## src/rtl/rast_ms_sched_if.sv

```systemverilog
// Pixel request, sample-pipe and coverage-record signals of the multisample scheduler.
// master: the scheduler's view. slave: the surrounding pipeline's view.
interface rast_ms_sched_if #(
    parameter int unsigned SIGFIG      = 24,
    parameter int unsigned VERTS       = 3,
    parameter int unsigned AXIS        = 3,
    parameter int unsigned NUM_SAMPLES = 4
);
    localparam int unsigned SI   = (NUM_SAMPLES > 1) ? $clog2(NUM_SAMPLES) : 1;
    localparam int unsigned TRIW = VERTS * AXIS * SIGFIG;

    logic                   in_valid_i;
    logic                   in_ready_o;
    logic [TRIW-1:0]        in_tri_i;
    logic [SIGFIG-1:0]      in_x_i;
    logic [SIGFIG-1:0]      in_y_i;

    logic                   samp_valid_o;
    logic [TRIW-1:0]        samp_tri_o;
    logic [SIGFIG-1:0]      samp_x_o;
    logic [SIGFIG-1:0]      samp_y_o;
    logic [SI-1:0]          samp_idx_o;

    logic                   hit_valid_i;
    logic                   hit_i;
    logic [SI-1:0]          hit_idx_i;

    logic                   out_valid_o;
    logic                   out_ready_i;
    logic [SIGFIG-1:0]      out_x_o;
    logic [SIGFIG-1:0]      out_y_o;
    logic [NUM_SAMPLES-1:0] out_mask_o;
    logic                   out_any_o;
    logic                   err_o;

    modport master (
        input  in_valid_i, in_tri_i, in_x_i, in_y_i,
        input  hit_valid_i, hit_i, hit_idx_i,
        input  out_ready_i,
        output in_ready_o,
        output samp_valid_o, samp_tri_o, samp_x_o, samp_y_o, samp_idx_o,
        output out_valid_o, out_x_o, out_y_o, out_mask_o, out_any_o, err_o
    );

    modport slave (
        output in_valid_i, in_tri_i, in_x_i, in_y_i,
        output hit_valid_i, hit_i, hit_idx_i,
        output out_ready_i,
        input  in_ready_o,
        input  samp_valid_o, samp_tri_o, samp_x_o, samp_y_o, samp_idx_o,
        input  out_valid_o, out_x_o, out_y_o, out_mask_o, out_any_o, err_o
    );
endinterface

```

## src/rtl/rast_ms_sched.sv

```systemverilog
// Multisample scheduler: issues NUM_SAMPLES sample positions per pixel into a fixed-latency
// sample pipe and reassembles in-order hit results into per-pixel coverage records.
// Credits bound in-flight pixels so neither the tag FIFO nor the output FIFO can overflow.
module rast_ms_sched #(
    parameter int unsigned SIGFIG       = 24,
    parameter int unsigned RADIX        = 10,
    parameter int unsigned VERTS        = 3,
    parameter int unsigned AXIS         = 3,
    parameter int unsigned NUM_SAMPLES  = 4,
    parameter int unsigned MAX_INFLIGHT = 2
) (
    input  logic           clk,
    input  logic           rst,
    rast_ms_sched_if.master bus
);
    localparam int unsigned SI    = (NUM_SAMPLES > 1) ? $clog2(NUM_SAMPLES) : 1;
    localparam int unsigned TRIW  = VERTS * AXIS * SIGFIG;
    localparam int unsigned PW    = (MAX_INFLIGHT > 1) ? $clog2(MAX_INFLIGHT) : 1;
    localparam int unsigned CW    = $clog2(MAX_INFLIGHT + 1);
    localparam int unsigned LAST  = NUM_SAMPLES - 1;
    localparam int unsigned SHIFT = RADIX - 4;

    typedef enum logic {IDLE, ISSUE} state_t;

    typedef struct packed {
        logic [SIGFIG-1:0] x;
        logic [SIGFIG-1:0] y;
    } tag_t;

    typedef struct packed {
        logic [SIGFIG-1:0]      x;
        logic [SIGFIG-1:0]      y;
        logic [NUM_SAMPLES-1:0] mask;
    } rec_t;

    // Sub-pixel offset of sample k in 1/16 pixel, packed as {ox, oy}.
    function automatic logic [7:0] samp_ofs(input logic [SI-1:0] k);
        int unsigned ki;
        ki = 32'(k);
        samp_ofs = 8'h88;
        if (NUM_SAMPLES == 2) begin
            samp_ofs = (ki == 0) ? 8'h44 : 8'hCC;
        end else if (NUM_SAMPLES == 4) begin
            case (ki)
                0:       samp_ofs = 8'h62;
                1:       samp_ofs = 8'hE6;
                2:       samp_ofs = 8'h2A;
                default: samp_ofs = 8'hAE;
            endcase
        end
    endfunction

    // Pixel corner plus offset scaled to fixed point; wraps modulo 2^SIGFIG.
    function automatic logic [SIGFIG-1:0] samp_pos(input logic [SIGFIG-1:0] base,
                                                   input logic [3:0] o);
        samp_pos = base + (SIGFIG'(o) << SHIFT);
    endfunction

    function automatic logic [PW-1:0] ptr_inc(input logic [PW-1:0] p);
        ptr_inc = (p == PW'(MAX_INFLIGHT - 1)) ? '0 : p + PW'(1);
    endfunction

    state_t            state_q, state_n;
    logic [SI-1:0]     cnt_q, cnt_n;
    logic              load_px;
    logic [TRIW-1:0]   tri_q;
    logic [SIGFIG-1:0] x_q, y_q;
    logic [SIGFIG-1:0] samp_x_q, samp_y_q, samp_x_n, samp_y_n;
    logic [CW-1:0]     credits_q, credits_n;
    logic              ready_q, ready_n;
    logic              accept, pop;

    tag_t              tag_mem [MAX_INFLIGHT];
    logic [PW-1:0]     tag_wr_q, tag_rd_q;
    logic [CW-1:0]     tag_cnt_q;
    rec_t              out_mem [MAX_INFLIGHT];
    logic [PW-1:0]     out_wr_q, out_rd_q;
    logic [CW-1:0]     out_cnt_q;

    logic [NUM_SAMPLES-1:0] mask_q, mask_fin;
    logic [SI-1:0]     exp_q;
    logic              err_q;
    logic              hit_ok, hit_bad, hit_last;
    logic [7:0]        ofs;

    assign accept = bus.in_valid_i & ready_q;
    assign pop    = (out_cnt_q != '0) & bus.out_ready_i;

    // Issue FSM next state, sample position and ready/credit bookkeeping.
    always_comb begin
        state_n  = state_q;
        cnt_n    = cnt_q;
        load_px  = 1'b0;
        samp_x_n = samp_x_q;
        samp_y_n = samp_y_q;
        ofs      = 8'h00;
        case (state_q)
            IDLE: begin
                if (accept) begin
                    state_n = ISSUE;
                    cnt_n   = '0;
                    load_px = 1'b1;
                end
            end
            ISSUE: begin
                if (cnt_q == SI'(LAST)) begin
                    if (accept) begin
                        cnt_n   = '0;
                        load_px = 1'b1;
                    end else begin
                        state_n = IDLE;
                    end
                end else begin
                    cnt_n = cnt_q + SI'(1);
                end
            end
            default: state_n = IDLE;
        endcase
        if (state_n == ISSUE) begin
            ofs = samp_ofs(cnt_n);
            if (load_px) begin
                samp_x_n = samp_pos(bus.in_x_i, ofs[7:4]);
                samp_y_n = samp_pos(bus.in_y_i, ofs[3:0]);
            end else begin
                samp_x_n = samp_pos(x_q, ofs[7:4]);
                samp_y_n = samp_pos(y_q, ofs[3:0]);
            end
        end
        credits_n = credits_q - CW'(accept) + CW'(pop);
        ready_n   = ((state_n == IDLE) || ((state_n == ISSUE) && (cnt_n == SI'(LAST))))
                    && (credits_n != '0);
    end

    // Result checking against the running index and mask merge.
    always_comb begin
        hit_ok   = 1'b0;
        hit_bad  = 1'b0;
        hit_last = 1'b0;
        mask_fin = mask_q;
        if (bus.hit_valid_i) begin
            if ((tag_cnt_q != '0) && (bus.hit_idx_i == exp_q)) begin
                hit_ok   = 1'b1;
                hit_last = (bus.hit_idx_i == SI'(LAST));
                mask_fin[bus.hit_idx_i] = bus.hit_i;
            end else begin
                hit_bad = 1'b1;
            end
        end
    end

    // FSM state register.
    always_ff @(posedge clk or posedge rst) begin
        if (rst) begin
            state_q <= IDLE;
            cnt_q   <= '0;
        end else begin
            state_q <= state_n;
            cnt_q   <= cnt_n;
        end
    end

    // Pixel, sample, credit and ready registers.
    always_ff @(posedge clk or posedge rst) begin
        if (rst) begin
            tri_q     <= '0;
            x_q       <= '0;
            y_q       <= '0;
            samp_x_q  <= '0;
            samp_y_q  <= '0;
            credits_q <= CW'(MAX_INFLIGHT);
            ready_q   <= 1'b0;
        end else begin
            if (load_px) begin
                tri_q <= bus.in_tri_i;
                x_q   <= bus.in_x_i;
                y_q   <= bus.in_y_i;
            end
            samp_x_q  <= samp_x_n;
            samp_y_q  <= samp_y_n;
            credits_q <= credits_n;
            ready_q   <= ready_n;
        end
    end

    // Tag FIFO, mask accumulator, output FIFO and sticky error.
    always_ff @(posedge clk or posedge rst) begin
        if (rst) begin
            for (int i = 0; i < int'(MAX_INFLIGHT); i++) begin
                tag_mem[i] <= '0;
                out_mem[i] <= '0;
            end
            tag_wr_q  <= '0;
            tag_rd_q  <= '0;
            tag_cnt_q <= '0;
            out_wr_q  <= '0;
            out_rd_q  <= '0;
            out_cnt_q <= '0;
            mask_q    <= '0;
            exp_q     <= '0;
            err_q     <= 1'b0;
        end else begin
            if (accept) begin
                tag_mem[tag_wr_q] <= '{x: bus.in_x_i, y: bus.in_y_i};
                tag_wr_q          <= ptr_inc(tag_wr_q);
            end
            if (hit_last) begin
                tag_rd_q          <= ptr_inc(tag_rd_q);
                out_mem[out_wr_q] <= '{x: tag_mem[tag_rd_q].x, y: tag_mem[tag_rd_q].y,
                                       mask: mask_fin};
                out_wr_q          <= ptr_inc(out_wr_q);
                mask_q            <= '0;
                exp_q             <= '0;
            end else if (hit_ok) begin
                mask_q <= mask_fin;
                exp_q  <= exp_q + SI'(1);
            end
            if (pop) begin
                out_rd_q <= ptr_inc(out_rd_q);
            end
            tag_cnt_q <= tag_cnt_q + CW'(accept) - CW'(hit_last);
            out_cnt_q <= out_cnt_q + CW'(hit_last) - CW'(pop);
            if (hit_bad) begin
                err_q <= 1'b1;
            end
        end
    end

    assign bus.in_ready_o   = ready_q;
    assign bus.samp_valid_o = (state_q == ISSUE);
    assign bus.samp_idx_o   = cnt_q;
    assign bus.samp_tri_o   = tri_q;
    assign bus.samp_x_o     = samp_x_q;
    assign bus.samp_y_o     = samp_y_q;
    assign bus.out_valid_o  = (out_cnt_q != '0);
    assign bus.out_x_o      = out_mem[out_rd_q].x;
    assign bus.out_y_o      = out_mem[out_rd_q].y;
    assign bus.out_mask_o   = out_mem[out_rd_q].mask;
    assign bus.out_any_o    = |out_mem[out_rd_q].mask;
    assign bus.err_o        = err_q;
endmodule

```

## src/flat_wrapper.sv

```systemverilog
// flat-port wrapper written by rule: the top's interface ports become plain ports
module rast_ms_sched_flat 
#(
    parameter int unsigned SIGFIG       = 24,
    parameter int unsigned RADIX        = 10,
    parameter int unsigned VERTS        = 3,
    parameter int unsigned AXIS         = 3,
    parameter int unsigned NUM_SAMPLES  = 4,
    parameter int unsigned MAX_INFLIGHT = 2
)
  (clk, rst, bus_in_valid_i, bus_in_tri_i, bus_in_x_i, bus_in_y_i, bus_hit_valid_i, bus_hit_i, bus_hit_idx_i, bus_out_ready_i, bus_in_ready_o, bus_samp_valid_o, bus_samp_tri_o, bus_samp_x_o, bus_samp_y_o, bus_samp_idx_o, bus_out_valid_o, bus_out_x_o, bus_out_y_o, bus_out_mask_o, bus_out_any_o, bus_err_o);
  rast_ms_sched_if #(.SIGFIG(SIGFIG), .VERTS(VERTS), .AXIS(AXIS), .NUM_SAMPLES(NUM_SAMPLES)) bus_i ();
  input  logic clk;
  input  logic rst;
  input wire logic [$bits(bus_i.in_valid_i)-1:0] bus_in_valid_i;
  input wire logic [$bits(bus_i.in_tri_i)-1:0] bus_in_tri_i;
  input wire logic [$bits(bus_i.in_x_i)-1:0] bus_in_x_i;
  input wire logic [$bits(bus_i.in_y_i)-1:0] bus_in_y_i;
  input wire logic [$bits(bus_i.hit_valid_i)-1:0] bus_hit_valid_i;
  input wire logic [$bits(bus_i.hit_i)-1:0] bus_hit_i;
  input wire logic [$bits(bus_i.hit_idx_i)-1:0] bus_hit_idx_i;
  input wire logic [$bits(bus_i.out_ready_i)-1:0] bus_out_ready_i;
  output wire logic [$bits(bus_i.in_ready_o)-1:0] bus_in_ready_o;
  output wire logic [$bits(bus_i.samp_valid_o)-1:0] bus_samp_valid_o;
  output wire logic [$bits(bus_i.samp_tri_o)-1:0] bus_samp_tri_o;
  output wire logic [$bits(bus_i.samp_x_o)-1:0] bus_samp_x_o;
  output wire logic [$bits(bus_i.samp_y_o)-1:0] bus_samp_y_o;
  output wire logic [$bits(bus_i.samp_idx_o)-1:0] bus_samp_idx_o;
  output wire logic [$bits(bus_i.out_valid_o)-1:0] bus_out_valid_o;
  output wire logic [$bits(bus_i.out_x_o)-1:0] bus_out_x_o;
  output wire logic [$bits(bus_i.out_y_o)-1:0] bus_out_y_o;
  output wire logic [$bits(bus_i.out_mask_o)-1:0] bus_out_mask_o;
  output wire logic [$bits(bus_i.out_any_o)-1:0] bus_out_any_o;
  output wire logic [$bits(bus_i.err_o)-1:0] bus_err_o;
  assign bus_i.in_valid_i = bus_in_valid_i;
  assign bus_i.in_tri_i = bus_in_tri_i;
  assign bus_i.in_x_i = bus_in_x_i;
  assign bus_i.in_y_i = bus_in_y_i;
  assign bus_i.hit_valid_i = bus_hit_valid_i;
  assign bus_i.hit_i = bus_hit_i;
  assign bus_i.hit_idx_i = bus_hit_idx_i;
  assign bus_i.out_ready_i = bus_out_ready_i;
  assign bus_in_ready_o = bus_i.in_ready_o;
  assign bus_samp_valid_o = bus_i.samp_valid_o;
  assign bus_samp_tri_o = bus_i.samp_tri_o;
  assign bus_samp_x_o = bus_i.samp_x_o;
  assign bus_samp_y_o = bus_i.samp_y_o;
  assign bus_samp_idx_o = bus_i.samp_idx_o;
  assign bus_out_valid_o = bus_i.out_valid_o;
  assign bus_out_x_o = bus_i.out_x_o;
  assign bus_out_y_o = bus_i.out_y_o;
  assign bus_out_mask_o = bus_i.out_mask_o;
  assign bus_out_any_o = bus_i.out_any_o;
  assign bus_err_o = bus_i.err_o;
  rast_ms_sched #(.SIGFIG(SIGFIG), .RADIX(RADIX), .VERTS(VERTS), .AXIS(AXIS), .NUM_SAMPLES(NUM_SAMPLES), .MAX_INFLIGHT(MAX_INFLIGHT)) u_core (.clk(clk), .rst(rst), .bus(bus_i));
endmodule
```

## config.mk

```make
export PLATFORM = sky130hd
export DESIGN_NAME = rast_ms_sched_flat
export DESIGN_NICKNAME = d
export VERILOG_FILES = /design/src/rtl/rast_ms_sched_if.sv /design/src/rtl/rast_ms_sched.sv /design/src/flat_wrapper.sv
export SDC_FILE = /design/constraint.sdc
export NUM_CORES = 1
export LEC_CHECK = 0
export CORE_AREA = 2 2 233 235
export DETAILED_ROUTE_END_ITERATION = 8
export DIE_AREA = 0 0 235 237
export PLACE_DENSITY = 0.82
export SYNTH_ARGS = -nofsm -noshare
export SYNTH_HDL_FRONTEND = slang
export SYNTH_SLANG_ARGS = --single-unit
```

## constraint.sdc

```tcl
create_clock -name clk -period 18.6 [get_ports clk]
set_input_delay 4.65 -clock clk [delete_from_list [all_inputs] [get_ports clk]]
set_output_delay 4.65 -clock clk [all_outputs]
set_load 0.02 [all_outputs]
```

==> qor.txt <==
======================================================================================
Std-Cell Core Area ......................................................    53300 um2
Kind of cell with the highest combined delay on the critical path ....... simple AND/OR/NAND/NOR gates
Result of the run ....................................................... complete, no violations
Layout cells sized above 1 ..............................................        10.3%
Post-route setup slack ..................................................     10.47 ns
Final core area utilization .............................................        56.5%
Portion of synthesized cell area occupied by the leading cell type ......        61.0%
NumNets Final ...........................................................         2952
Design Power ............................................................      5.61 mW
Post-route antenna net violation count ..................................            0
Wire length of the first global-routing pass ............................    100000 um
Final number of setup-violating endpoints ...............................            0
Clock root buffer ....................................................... sky130_fd_sc_hd__clkbuf_16
Initial core utilization ................................................        40.9%
Part of the cycle the worst path needs ..................................        43.7%
Post-synth EDFFs ........................................................            0
Count of non-filler cells in the finished layout ........................         3409
Post-route minimum period ...............................................      8.13 ns
Clock Sinks .............................................................          532
Tightest Hold Check Type ................................................      reg2reg
Initial DRC count .......................................................         1016
Final Hold Vio Count ....................................................            0
Clk Latency, worst-skew pair ............................................      0.62 ns
Number of warnings printed during yosys synthesis .......................            0
Overall overflow remaining after global route ...........................            0
Portion of the post-synthesis area used by sequential elements ..........        61.1%
Crit path max fanout ....................................................           74
Setup repair after global routing missed its margin .....................        false
Headroom to the max-slew limit ..........................................       0.296%
Pin count of the biggest net entering global routing ....................          255
Cell total after placement ..............................................         3307
Area taken by multi-input logic gates ...................................     7890 um2
Area taken by flip-flops and latches ....................................    13300 um2
Hold Path Origin ........................................................ u_core.bus.err_o
Post-Synthesis Net Count ................................................         2403
Leakage component of the power ..........................................      14.2 nW
Worst-path clk slew .....................................................      0.06 ns
Global Route Usage Sum ..................................................        22.7%
Hold buffer count at CTS ................................................            0
Type of the setup path with the least slack .............................       in2reg
Hpwl dp .................................................................     45000 um
Max incr delay on CP ....................................................      0.72 ns
Power density cells .....................................................   186 nW/um2
Cell with the most instances after synthesis ............................ sky130_fd_sc_hd__nand2_1
Total of fill cells in the finished design ..............................         4352
Maximum frequency from static timing analysis ...........................      123 MHz
Number of max-cap violations ............................................            0
Height of the chip ......................................................       237 um
Number of global-route vias before repair ...............................        17.9k
Post-CTS Setup Inserts ..................................................            0
Weighted congestion reported at the end of routability-driven placement .        0.879
I/O pin cnt .............................................................          595
Number of vias per cell .................................................         5.05
Critical Path, Cell by Cell ............................................. clkdlybuf4s50_1 -> nand2_1 -> inv_2 -> nand2_4 -> mux2_2 -> inv_1 -> fa_1 -> inv_1 -> a21o_1 -> o221ai_1 -> nor2_1 -> xnor2_1 -> a221oi_2
Routed wirelength normalized by instance count ..........................      18.9 um
Pre-CTS setup slack .....................................................      9.80 ns
Detailed-routing iteration count for the pre-antenna-repair pass ........            5
Kind of start point of the critical path ................................    input pin
Worst setup path startpoint ............................................. bus_in_valid_i
CTS-repair resized insts ................................................            0
Number of rows in the core area .........................................           85
Actual slew at the worst max-slew pin ...................................      1.50 ns
Port-buffer cells .......................................................          594
Number of buffer and inverter instances along the worst setup path ......            4
Required @ worst endpoint ...............................................     19.13 ns
Worst reg2reg startpoint ................................................ u_core.bus.in_ready_o
Via count ...............................................................        17.2k
Cell with the biggest individual delay on the critical path ............. sky130_fd_sc_hd__nand2_4
Synth Area per Inst .....................................................     10.3 um2
Setup tns final .........................................................         0 ns
CTS tree ................................................................        built
Nature of the critical path endpoint ....................................     register
Number of H-tree levels .................................................            2
Dominant synthesized flop cell .......................................... sky130_fd_sc_hd__dfrtp_1
Post-synth top area cell ................................................ sky130_fd_sc_hd__dfrtp_1
Cells after Synth .......................................................         2119
Detailed Route WL .......................................................     64500 um
Worst clock skew on the final layout ....................................    0.0306 ns
Post-detailed-route DRC marker count ....................................            0
DIE WIDTH ...............................................................       235 um
Die outline area ........................................................    55700 um2
Most frequent cells after synthesis ..................................... sky130_fd_sc_hd__nand2_1, sky130_fd_sc_hd__dfrtp_1, sky130_fd_sc_hd__mux2_2
Netlist area before placement ...........................................    21800 um2
Number of slew-limit violations in the final report .....................            0
Flip-flop and latch count after synthesis ...............................          532
Dominant cells by area after synthesis .................................. sky130_fd_sc_hd__dfrtp_1, sky130_fd_sc_hd__nand2_1, sky130_fd_sc_hd__mux2_2
Peak ir drop on the vdd network .........................................       105 uV
Total CTS buffers .......................................................           55
Cell occurring most often along the worst timing path ................... sky130_fd_sc_hd__inv_1
Critical path arrival ...................................................      8.66 ns
Clock buffer depth ......................................................            3
Synthesis-to-layout area growth .........................................        38.1%
Proportion of synthesized flip-flops having asynchronous set or reset ...         100%
Initial antenna violation count .........................................            6
Netlist cell types ......................................................           59
======================================================================================
## cell families (layout without fill, tap and decap cells)
group | Yosys count | in the layout | synth area share, %
AO/OA/AOI/OAI | 201 | 201 | 5.33
XOR/XNOR | 35 | 35 | 1.41
adder cells (fa/ha/maj) | 12 | 12 | 0.758
buffers and inverters | 142 | 732 | 2.85
flip-flops | 532 | 532 | 61.1
multiplexers | 221 | 221 | 11.2
other | 0 | 4 | 0
AND/OR/NAND/NOR | 976 | 976 | 17.4
## sequential cells by signal, indices dropped and copies added, names as in the netlist, 3 cells and up
signal                 flops
u_core.bus.samp_tri_o    216
u_core.bus.samp_x_o       24
u_core.out_mem           104
u_core.bus.samp_y_o       24
u_core.x_q                24
u_core.mask_q              3
u_core.y_q                24
u_core.tag_mem            96
## layout make-up
type,instances,area share [%]
sequential,532,44.2
multi-input combinational,1445,26.2
timing repair buffer,609,20.2
clock buffer,84,5.44
tap,696,2.89
clock inverter,14,0.636
inverter,25,0.324
antenna,4,0.0333
## worst paths after layout
kind	slack [ns]	cells past startpoint	end
max	10.47	13	u_core.bus.samp_y_o[23]
min	0.47	1	u_core.bus.err_o
max reg2reg	14.46	12	u_core.bus.samp_y_o[23]
min reg2reg	0.47	1	u_core.bus.err_o
max in group asynchronous	10.59	6	u_core.x_q[14]
min in group asynchronous	4.63	3	u_core.bus.samp_tri_o[190]
## routing by layer
metal / GRT usage (%) / wire, um / part of all wire, % / vias to the layer above
met5: 0 / 23 / 0.036 / -
met4: 7.94 / 2130 / 3.3 / 4
met3: 5.48 / 4090 / 6.3 / 126
met2: 38.7 / 32300 / 50 / 558
met1: 28.1 / 25900 / 40 / 8559
li1: - / - / - / 7958
## where the power goes
part	internal (mW)	total [mW]	switching (mW)	leakage [nW]
logic	1.12	2.47	1.35	6.68
clock network	0.648	1.11	0.461	0.902
registers	1.70	2.03	0.334	6.65
## placed cells by master, fill, tap and decap left out, types with 6 or more instances in the layout
cell and instances:
sky130_fd_sc_hd__nor2_1 44, sky130_fd_sc_hd__nand2_1 882, sky130_fd_sc_hd__inv_1 22, sky130_fd_sc_hd__clkbuf_16 56, sky130_fd_sc_hd__ha_1 10, sky130_fd_sc_hd__o21ai_0 112, sky130_fd_sc_hd__a21o_1 10, sky130_fd_sc_hd__clkdlybuf4s50_1 594
sky130_fd_sc_hd__and3_1 6, sky130_fd_sc_hd__clkinv_2 8, sky130_fd_sc_hd__dfrtp_1 529, sky130_fd_sc_hd__nand3_1 7, sky130_fd_sc_hd__xor2_1 6, sky130_fd_sc_hd__nor3_1 10, sky130_fd_sc_hd__a21oi_1 28, sky130_fd_sc_hd__mux2i_1 59
sky130_fd_sc_hd__clkbuf_1 15, sky130_fd_sc_hd__mux2_2 155, sky130_fd_sc_hd__a31oi_1 19, sky130_fd_sc_hd__clkbuf_8 13, sky130_fd_sc_hd__xnor2_1 29, sky130_fd_sc_hd__buf_4 13
## metrics by stage
stage          area, um2  hold WS, ns
2_1_floorplan      21800        0.438
3_3_place_gp       28300        0.441
3_5_place_dp       28300        0.454
4_1_cts            30100        0.467
5_1_grt            30100        0.484
6_report           30100        0.465
Note: power is estimated with default switching activity, not from simulation.
